**config.mk**
```make
export PLATFORM = sky130hd
export DESIGN_NAME = match_event_logger
export DESIGN_NICKNAME = d
export VERILOG_FILES = /design/src/rtl/match_log_pkg.sv /design/src/rtl/mel_fifo.sv /design/src/rtl/match_event_logger.sv
export SDC_FILE = /design/constraint.sdc
export NUM_CORES = 1
export LEC_CHECK = 0
export BUFFER_PORTS_ARGS = -buffer_cell sky130_fd_sc_hd__buf_2
export CORE_UTILIZATION = 35
export CTS_CLUSTER_DIAMETER = 80
export CTS_CLUSTER_SIZE = 24
export DETAILED_ROUTE_END_ITERATION = 8
export MAX_ROUTING_LAYER = met4
export PLACE_DENSITY_LB_ADDON = 0.2
export SLEW_MARGIN = 20
export SYNTH_ARGS = -nofsm -noshare
export SYNTH_HDL_FRONTEND = slang
export SYNTH_SLANG_ARGS = --single-unit
```
**constraint.sdc**
```tcl
create_clock -name clk -period 1.85 [get_ports clk]
set_clock_uncertainty 0.05 [all_clocks]
set_input_delay 0.37 -clock clk [delete_from_list [all_inputs] [get_ports clk]]
set_output_delay 0.37 -clock clk [all_outputs]
set_load 0.02 [all_outputs]
```
**src/rtl/match_log_pkg.sv**
```systemverilog
// Shared widths and the record layout for the match event logger.
package match_log_pkg;

  localparam int IDX_W     = 8;
  localparam int DEPTH_DEF = 4;
  localparam int GAP_W_DEF = 8;
  localparam int CNT_W_DEF = 16;

  typedef struct packed {
    logic [IDX_W-1:0]     idx;
    logic [GAP_W_DEF-1:0] gap;
  } match_rec_t;

endpackage

```
**src/rtl/mel_fifo.sv**
```systemverilog
// Record buffer for the match event logger: synchronous FIFO with flush.
// The head entry is read combinationally from the registered read pointer.
module mel_fifo
  import match_log_pkg::*;
#(
  parameter int DEPTH = DEPTH_DEF,
  parameter int W     = IDX_W
) (
  input  logic         clk,
  input  logic         rst,
  input  logic         clear,
  input  logic         push,
  input  logic         pop,
  input  logic [W-1:0] wdata,
  output logic [W-1:0] rdata,
  output logic         full,
  output logic         empty
);

  localparam int AW = $clog2(DEPTH);

  logic [W-1:0] mem [DEPTH];
  logic [AW:0]  wr_ptr;
  logic [AW:0]  rd_ptr;

  // Extra pointer bit distinguishes full from empty when the indices match.
  assign empty = (wr_ptr == rd_ptr);
  assign full  = (wr_ptr[AW] != rd_ptr[AW]) && (wr_ptr[AW-1:0] == rd_ptr[AW-1:0]);
  assign rdata = mem[rd_ptr[AW-1:0]];

  always_ff @(posedge clk or posedge rst) begin
    if (rst) begin
      wr_ptr <= '0;
      rd_ptr <= '0;
    end else if (clear) begin
      wr_ptr <= '0;
      rd_ptr <= '0;
    end else begin
      if (push) wr_ptr <= wr_ptr + 1'b1;
      if (pop)  rd_ptr <= rd_ptr + 1'b1;
    end
  end

  always_ff @(posedge clk) begin
    if (push && !clear) mem[wr_ptr[AW-1:0]] <= wdata;
  end

endmodule

```
**src/rtl/match_event_logger.sv**
```systemverilog
// Logs rising edges of the sequence-detector flag as {index, gap} records.
// Define MATCH_LOG_GAP_EN to build the inter-event gap counter; otherwise rd_gap is 0.
module match_event_logger
  import match_log_pkg::*;
#(
  parameter int DEPTH = DEPTH_DEF,
  parameter int GAP_W = GAP_W_DEF,
  parameter int CNT_W = CNT_W_DEF
) (
  input  logic             clk,
  input  logic             rst,
  input  logic             match_in,
  input  logic             clear,
  input  logic             rd_ready,
  output logic             rd_valid,
  output logic [IDX_W-1:0] rd_idx,
  output logic [GAP_W-1:0] rd_gap,
  output logic [CNT_W-1:0] match_count,
  output logic             overflow
);

`ifdef MATCH_LOG_GAP_EN
  localparam int REC_W = IDX_W + GAP_W;
  logic [GAP_W-1:0] gap_cnt;
`else
  localparam int REC_W = IDX_W;
`endif

  logic             match_d;
  logic             evt;
  logic             push;
  logic             pop;
  logic             drop;
  logic             full;
  logic             empty;
  logic [IDX_W-1:0] idx_cnt;
  logic [IDX_W-1:0] idx_next;
  logic [REC_W-1:0] wdata;
  logic [REC_W-1:0] rdata;

  assign evt      = match_in & ~match_d;
  assign pop      = ~empty & rd_ready & ~clear;
  assign push     = evt & ~clear & (~full | pop);
  assign drop     = evt & ~clear & full & ~pop;
  // Index wraps on its own so it keeps moving after match_count saturates.
  assign idx_next = idx_cnt + 1'b1;

  always_ff @(posedge clk or posedge rst) begin
    if (rst) begin
      match_d     <= 1'b0;
      match_count <= '0;
      idx_cnt     <= '0;
      overflow    <= 1'b0;
    end else begin
      match_d <= match_in;
      if (clear) begin
        match_count <= '0;
        idx_cnt     <= '0;
        overflow    <= 1'b0;
      end else begin
        if (evt) begin
          if (~&match_count) match_count <= match_count + 1'b1;
          idx_cnt <= idx_next;
        end
        if (drop) overflow <= 1'b1;
      end
    end
  end

`ifdef MATCH_LOG_GAP_EN
  // Idle at 0 until the first event, then count cycles since the last one.
  always_ff @(posedge clk or posedge rst) begin
    if (rst) begin
      gap_cnt <= '0;
    end else if (clear) begin
      gap_cnt <= '0;
    end else if (evt) begin
      gap_cnt <= GAP_W'(1);
    end else if ((gap_cnt != '0) && ~&gap_cnt) begin
      gap_cnt <= gap_cnt + 1'b1;
    end
  end

  assign wdata  = {idx_next, gap_cnt};
  assign rd_gap = empty ? '0 : rdata[GAP_W-1:0];
`else
  assign wdata  = idx_next;
  assign rd_gap = '0;
`endif

  assign rd_valid = ~empty;
  assign rd_idx   = empty ? '0 : rdata[REC_W-1 -: IDX_W];

  mel_fifo #(
    .DEPTH (DEPTH),
    .W     (REC_W)
  ) u_fifo (
    .clk   (clk),
    .rst   (rst),
    .clear (clear),
    .push  (push),
    .pop   (pop),
    .wdata (wdata),
    .rdata (rdata),
    .full  (full),
    .empty (empty)
  );

endmodule
```
# Yosys cells after proc, flatten, opt, wreduce, memory -nomap -nowiden
# Memory sizes are Yosys's and may differ from the RTL's.
# Index checks and enable logic that the tools add are counted.
# W data, S select, Z words.
# word_totals
reg_bits	32
ramBits	32
in_bits	5
elab_cells	51
n_memories	1
# mem_list
name	depth	word_bits	rd	rd_clocked_by_memory_dff	wr	line	rtl
u_fifo.mem	4	8	1	0	1	mel_fifo.sv:22	logic [W-1:0] mem [DEPTH];
# op_classes
add_sub_neg	4
n_eq_ne	4
mux	14
bitwise	13
reduce_logical	9
# op_table
op	n
$mux W16	3
$mux W8	3
$add A16 B1 Y16 const B	1
$reduce_and A16 Y1	1
$mux W3	4
$add A8 B1 Y8 const B	1
$reduce_bool A2 Y1	4
$and A1 B1 Y1	7
$add A3 B1 Y3 const B	2
$not A1 Y1	5
$mux W1	4
$eq A3 B3 Y1	1
$eq A2 B2 Y1	1
$logic_and A1 B1 Y1	2
$ne A2 B2 Y1 const B	1
$reduce_and A2 Y1	1
$logic_not A1 Y1	1
$ne A1 B1 Y1	1
$or A1 B1 Y1	1

# Depth between registers and ports, before layout
# logic_depth
word_depth	9
ltp_mapped	6
ltp_nobuf	5

# Cells and area by module
# From an unflattened synthesis, not the netlist that was laid out.
# unflattened
hier_cells	247
area_unflattened_um2	3104.2
# modules_own_cells
module	n_inst	cells_per_inst	area_per_inst_um2	seq_area_each_um2
match_event_logger	1	167	1555.2	650.6
mel_fifo	1	80	1549.0	1111.1

# Worst setup path before layout
# Ideal clock, no wire load.
# synth_timing
kind	flip-flop to flip-flop
start	reg match_count[0]
end	reg match_count[6]
arrival_time_ps	1720
setup_slack_ps	-57
path_stages_with_launch	7
path_buffers	1
period_less_slack_ps	1907
path_cell_list	dfrtp_1 -> ha_1 -> clkbuf_1 -> inv_1 -> nor4_4 -> or4_1 -> a21oi_1
# synth_between
elab_chain_cells	4
word_cells_on_any_way	7
# synth_lines
item	line	rtl
from (decl)	match_event_logger.sv:18	output logic [CNT_W-1:0] match_count,
from (signal assigned)	match_event_logger.sv:62	if (~&match_count) match_count <= match_count + 1'b1;
$add A16 B1 Y16	match_event_logger.sv:62	
$mux W16	match_event_logger.sv:62	
$mux W16	match_event_logger.sv:61	if (evt) begin
$mux W16	match_event_logger.sv:56	if (clear) begin
# Parallel ways exist; a longest one is shown, timed or not. The select of a mux whose other input is x is not followed.
# A chain may end at the register's enable or synchronous reset.

# Worst setup path in the final report
# layout_timing
start	reg u_fifo.rd_ptr[0]
end	out rd_idx[1]
# layout_between
elab_chain_cells	2
word_cells_on_any_way	3
# layout_lines
item	line	rtl
from (decl)	mel_fifo.sv:24	logic [AW:0] rd_ptr;
from (signal assigned)	mel_fifo.sv:40	if (pop) rd_ptr <= rd_ptr + 1'b1;
$mem_v2 Z4 W8 or $eq A3 B3 Y1 (tied branches)	--	
$mux W8 (*)	match_event_logger.sv:92	assign rd_idx = empty ? '0 : rdata[REC_W-1 -: IDX_W];
to (decl)	match_event_logger.sv:16	output logic [IDX_W-1:0] rd_idx,
# Every way passes the cells marked *; elsewhere a longest branch is shown, timed or not.

==> summary.txt <==
GRT
  – Number of global-route vias before repair: 2,191
  – First-pass GRT wire length: 11,130 um
  – Gr usage total: 0.1557
  – Largest net degree at the start of global routing: 38
  – Antenna violations before repair: 0
  – Overflow after GRT: 0

Worst hold path
  – Hold Crit Class: in -> async

Job
  – Max capacitance violation total: 0

CTS
  – Root buffer cell: clkbuf_8
  – CTS sink cnt: 64
  – Clock Tree Buf Depth: 2
  – Postcts setup bufs: 0
  – CTS buffer count: 9
  – Clock latency on the worst-skew pair: 0.34 ns
  – Clk slew on worst S/H paths: 0.07 ns
  – CTS tree: done
  – CTS HTree Levels: 3

Yosys
  – Register area share after synthesis: 0.5485
  – Synthesized instance count: 262
  – EDFF count, synth: 32
  – Mean Syn Cell Area: 12.26 um^2
  – Yosys warns: 0
  – Synth Register Bits: 64
  – Post-Syn Area: 3212 um^2
  – Synth top area share: 0.2992
  – Synth area leaders: edfxtp_1 30%, dfrtp_1 25%, mux4_2 5.6%
  – Synth cell types: 51
  – Fraction of registers with async set/reset: 0.5000
  – Predominant post-synthesis flop cell: edfxtp_1
  – Dominant cell type by area after synthesis: edfxtp_1

Outcome
  – Status: finished, violations left
  – Violated checks: DRC, setup timing

Layout
  – Share of cells above drive strength 1: 0.3323
  – Ant. Diodes: 0
  – Number of fill cells: 821
  – Area grow syn2layout: 26.49%
  – Final nets: 336

Die
  – Die area: 9564 um^2
  – CORE AREA: 8806 um^2
  – Initial core utilization: 0.3647
  – Row count: 34
  – Ports: 39
  – Die width: 97.80 um
  – Die H: 97.80 um

Place
  – Buffers on Ports: 30
  – HPWL Detailed: 4525 um
  – Final RePlAce weighted congestion: 0.8009

Setup path
  – Critical Path, Cell by Cell: buf_6 -> mux4_2 -> nor2b_4 -> buf_6
  – CP Capture Type: output pin
  – Worst path arrival time: 1.66 ns
  – Critical path data required time: 1.43 ns
  – Slowest cell delay on critical path: 0.52 ns
  – CP max FO: 8
  – Crit path top cell by count: buf_6
  – Startpoint types: register
  – WP buf/inv: 2
  – Kind of critical path: reg -> out
  – Slowest library cell on the worst path: mux4_2
  – Delay-heaviest family, CP: multiplexers

Detailed routing
  – DRC violations left: 4
  – Vias per cell: 5.037
  – Routed Wire Length: 6497 um
  – DR iter-0 viols: 69
  – Wirelength per Cell: 14.90 um
  – Routed vias: 2,196
  – Antenna-violating nets left: 0
  – First-pass DRT Iterations: 6

Power and ir drop
  – Peak VDD IR: 0.2957 mV
  – Leakage: 1.646 nW
  – PwrDens: 806.1 nW/um^2
  – Overall power: 0.003275 W

STA
  – Final cycle utilization of the critical path: 1.125
  – Max-slew violations: 0
  – Setup slack after layout: -0.2306 ns
  – Accumulated negative setup slack: -1.921 ns
  – Min Tclk post-route: 2.081 ns
  – Endpoints failing setup: 9
  – Fin. Hold Viols: 0
  – RSZ-0062 raised after global routing: yes
  – Fmax: 0.4806 GHz
through the flow:
step,cell area (um^2),hold slack [ns],cells,worst slack (ns),util
after detailed placement,3710,0.4382,420,0.04145,0.4213
after global routing,4063,0.1024,436,-0.3194,0.4614
final,4063,0.06281,436,-0.2306,0.4614
after CTS,3945,0.07177,436,-0.2702,0.4480
after global placement,3710,0.4292,420,0.05878,0.4213
after floorplan,3241,0.3514,269,0.02605,-
power by group:
group / leakage (nW) / total [W] / switching, W / internal [W]
sequential: 0.737 / 0.00153 / 0.0000172 / 0.00151
combinational: 0.823 / 0.000598 / 0.000315 / 0.000283
clock: 0.0864 / 0.00115 / 0.000540 / 0.000607
placed cells by master, fill, tap and decap left out, types with 5 or more instances in the layout:
cell,n
a21oi_1,13
and2_1,5
buf_12,5
buf_2,23
buf_4,25
buf_6,9
clkbuf_8,9
conb_1,8
dfrtp_1,28
edfxtp_1,32
ha_1,7
inv_1,10
mux4_2,8
nand2_1,18
nor2_1,16
nor2b_4,6
nor3_1,9
o21ai_0,9
o31ai_1,6
or3_1,6
or4_1,5
xnor2_1,6
xor2_1,7
layout make-up:
| class | count | area, um^2 | area share |
|---|---|---|---|
| Tap cell | 108 | 135.1 | 0.03326 |
| Clock buffer | 9 | 123.9 | 0.03049 |
| Multi-Input combinational cell | 177 | 1434 | 0.3529 |
| Sequential cell | 64 | 1767 | 0.4349 |
| Timing Repair Buffer | 62 | 504.2 | 0.1241 |
| Inverter | 10 | 37.54 | 0.009239 |
| Clock inverter | 6 | 61.31 | 0.01509 |
logic make-up (layout without fill, tap and decap cells):
group | count (synthesis) | after routing | share of synthesized area
XOR/XNOR | 17 | 17 | 0.05103
flip-flops | 64 | 64 | 0.5485
buffers and inverters | 28 | 87 | 0.04636
other | 1 | 8 | 0.001168
AND/OR/NAND/NOR | 92 | 92 | 0.1675
multiplexers | 12 | 12 | 0.06934
adder cells (fa/ha/maj) | 7 | 7 | 0.02727
AO/OA/AOI/OAI | 41 | 41 | 0.08882
sequential cells by signal (all words and copies together), names as in the netlist:
signal         count
u_fifo.rd_ptr      3
idx_cnt            8
overflow           1
u_fifo.wr_ptr      3
match_count       16
match_d            1
u_fifo.mem        32
timing repair:
action,in CTS,in global routing
setup endpoints to repair,9,42
endpoints found under the hold margin,0,0
resized for setup,9,26
cloned,1,0
pin swaps,1,1
hold buffers,0,0
per-layer routing:
layer	up-vias	track usage	part of all wire
met5	-	-	0
met1	1080	0.2042	0.48
li1	1075	-	-
met4	0	0.06993	0.018
met3	8	0.03293	0.028
met2	33	0.2330	0.47
synthesized netlist by cell type, types with 3 or more instances:
cell type	number
a21oi_1	14
xnor2_1	7
nand4_1	4
nor2b_1	10
clkbuf_1	5
dfrtp_1	32
nor4_1	3
nor3_1	10
o31ai_1	6
or3_1	6
and2_1	5
or4_1	5
mux4_2	8
nand2_1	18
inv_1	10
xor2_1	8
edfxtp_1	32
nor2_1	16
ha_1	7
o21ai_0	9
buf_4	9
worst reg2reg max path, cell delays in order, from the launching register on:
cell	delay (ns)
dfrtp_1	0.39
buf_4	0.17
xor2_4	0.17
buf_4	0.16
o31ai_1	0.43
mux2i_1	0.23
nor2_1	0.05
worst paths after layout:
kind	to	slack, ns	startpoint	cells after the start
min in group clk	match_d$_DFF_PP0_	0.13	match_in	1
min	u_fifo.rd_ptr[0]$_DFFE_PP0P_	0.06	rst	3
max in group asynchronous	match_count[1]$_DFFE_PP0P_	1.34	rst	3
max reg2reg	u_fifo.rd_ptr[1]$_DFFE_PP0P_	0.08	u_fifo.rd_ptr[0]$_DFFE_PP0P_	6
min reg2reg	overflow$_DFFE_PP0P_	0.45	overflow$_DFFE_PP0P_	2
max	rd_idx[1]	-0.23	u_fifo.rd_ptr[0]$_DFFE_PP0P_	4
Note: power is estimated with default switching activity, not from simulation.
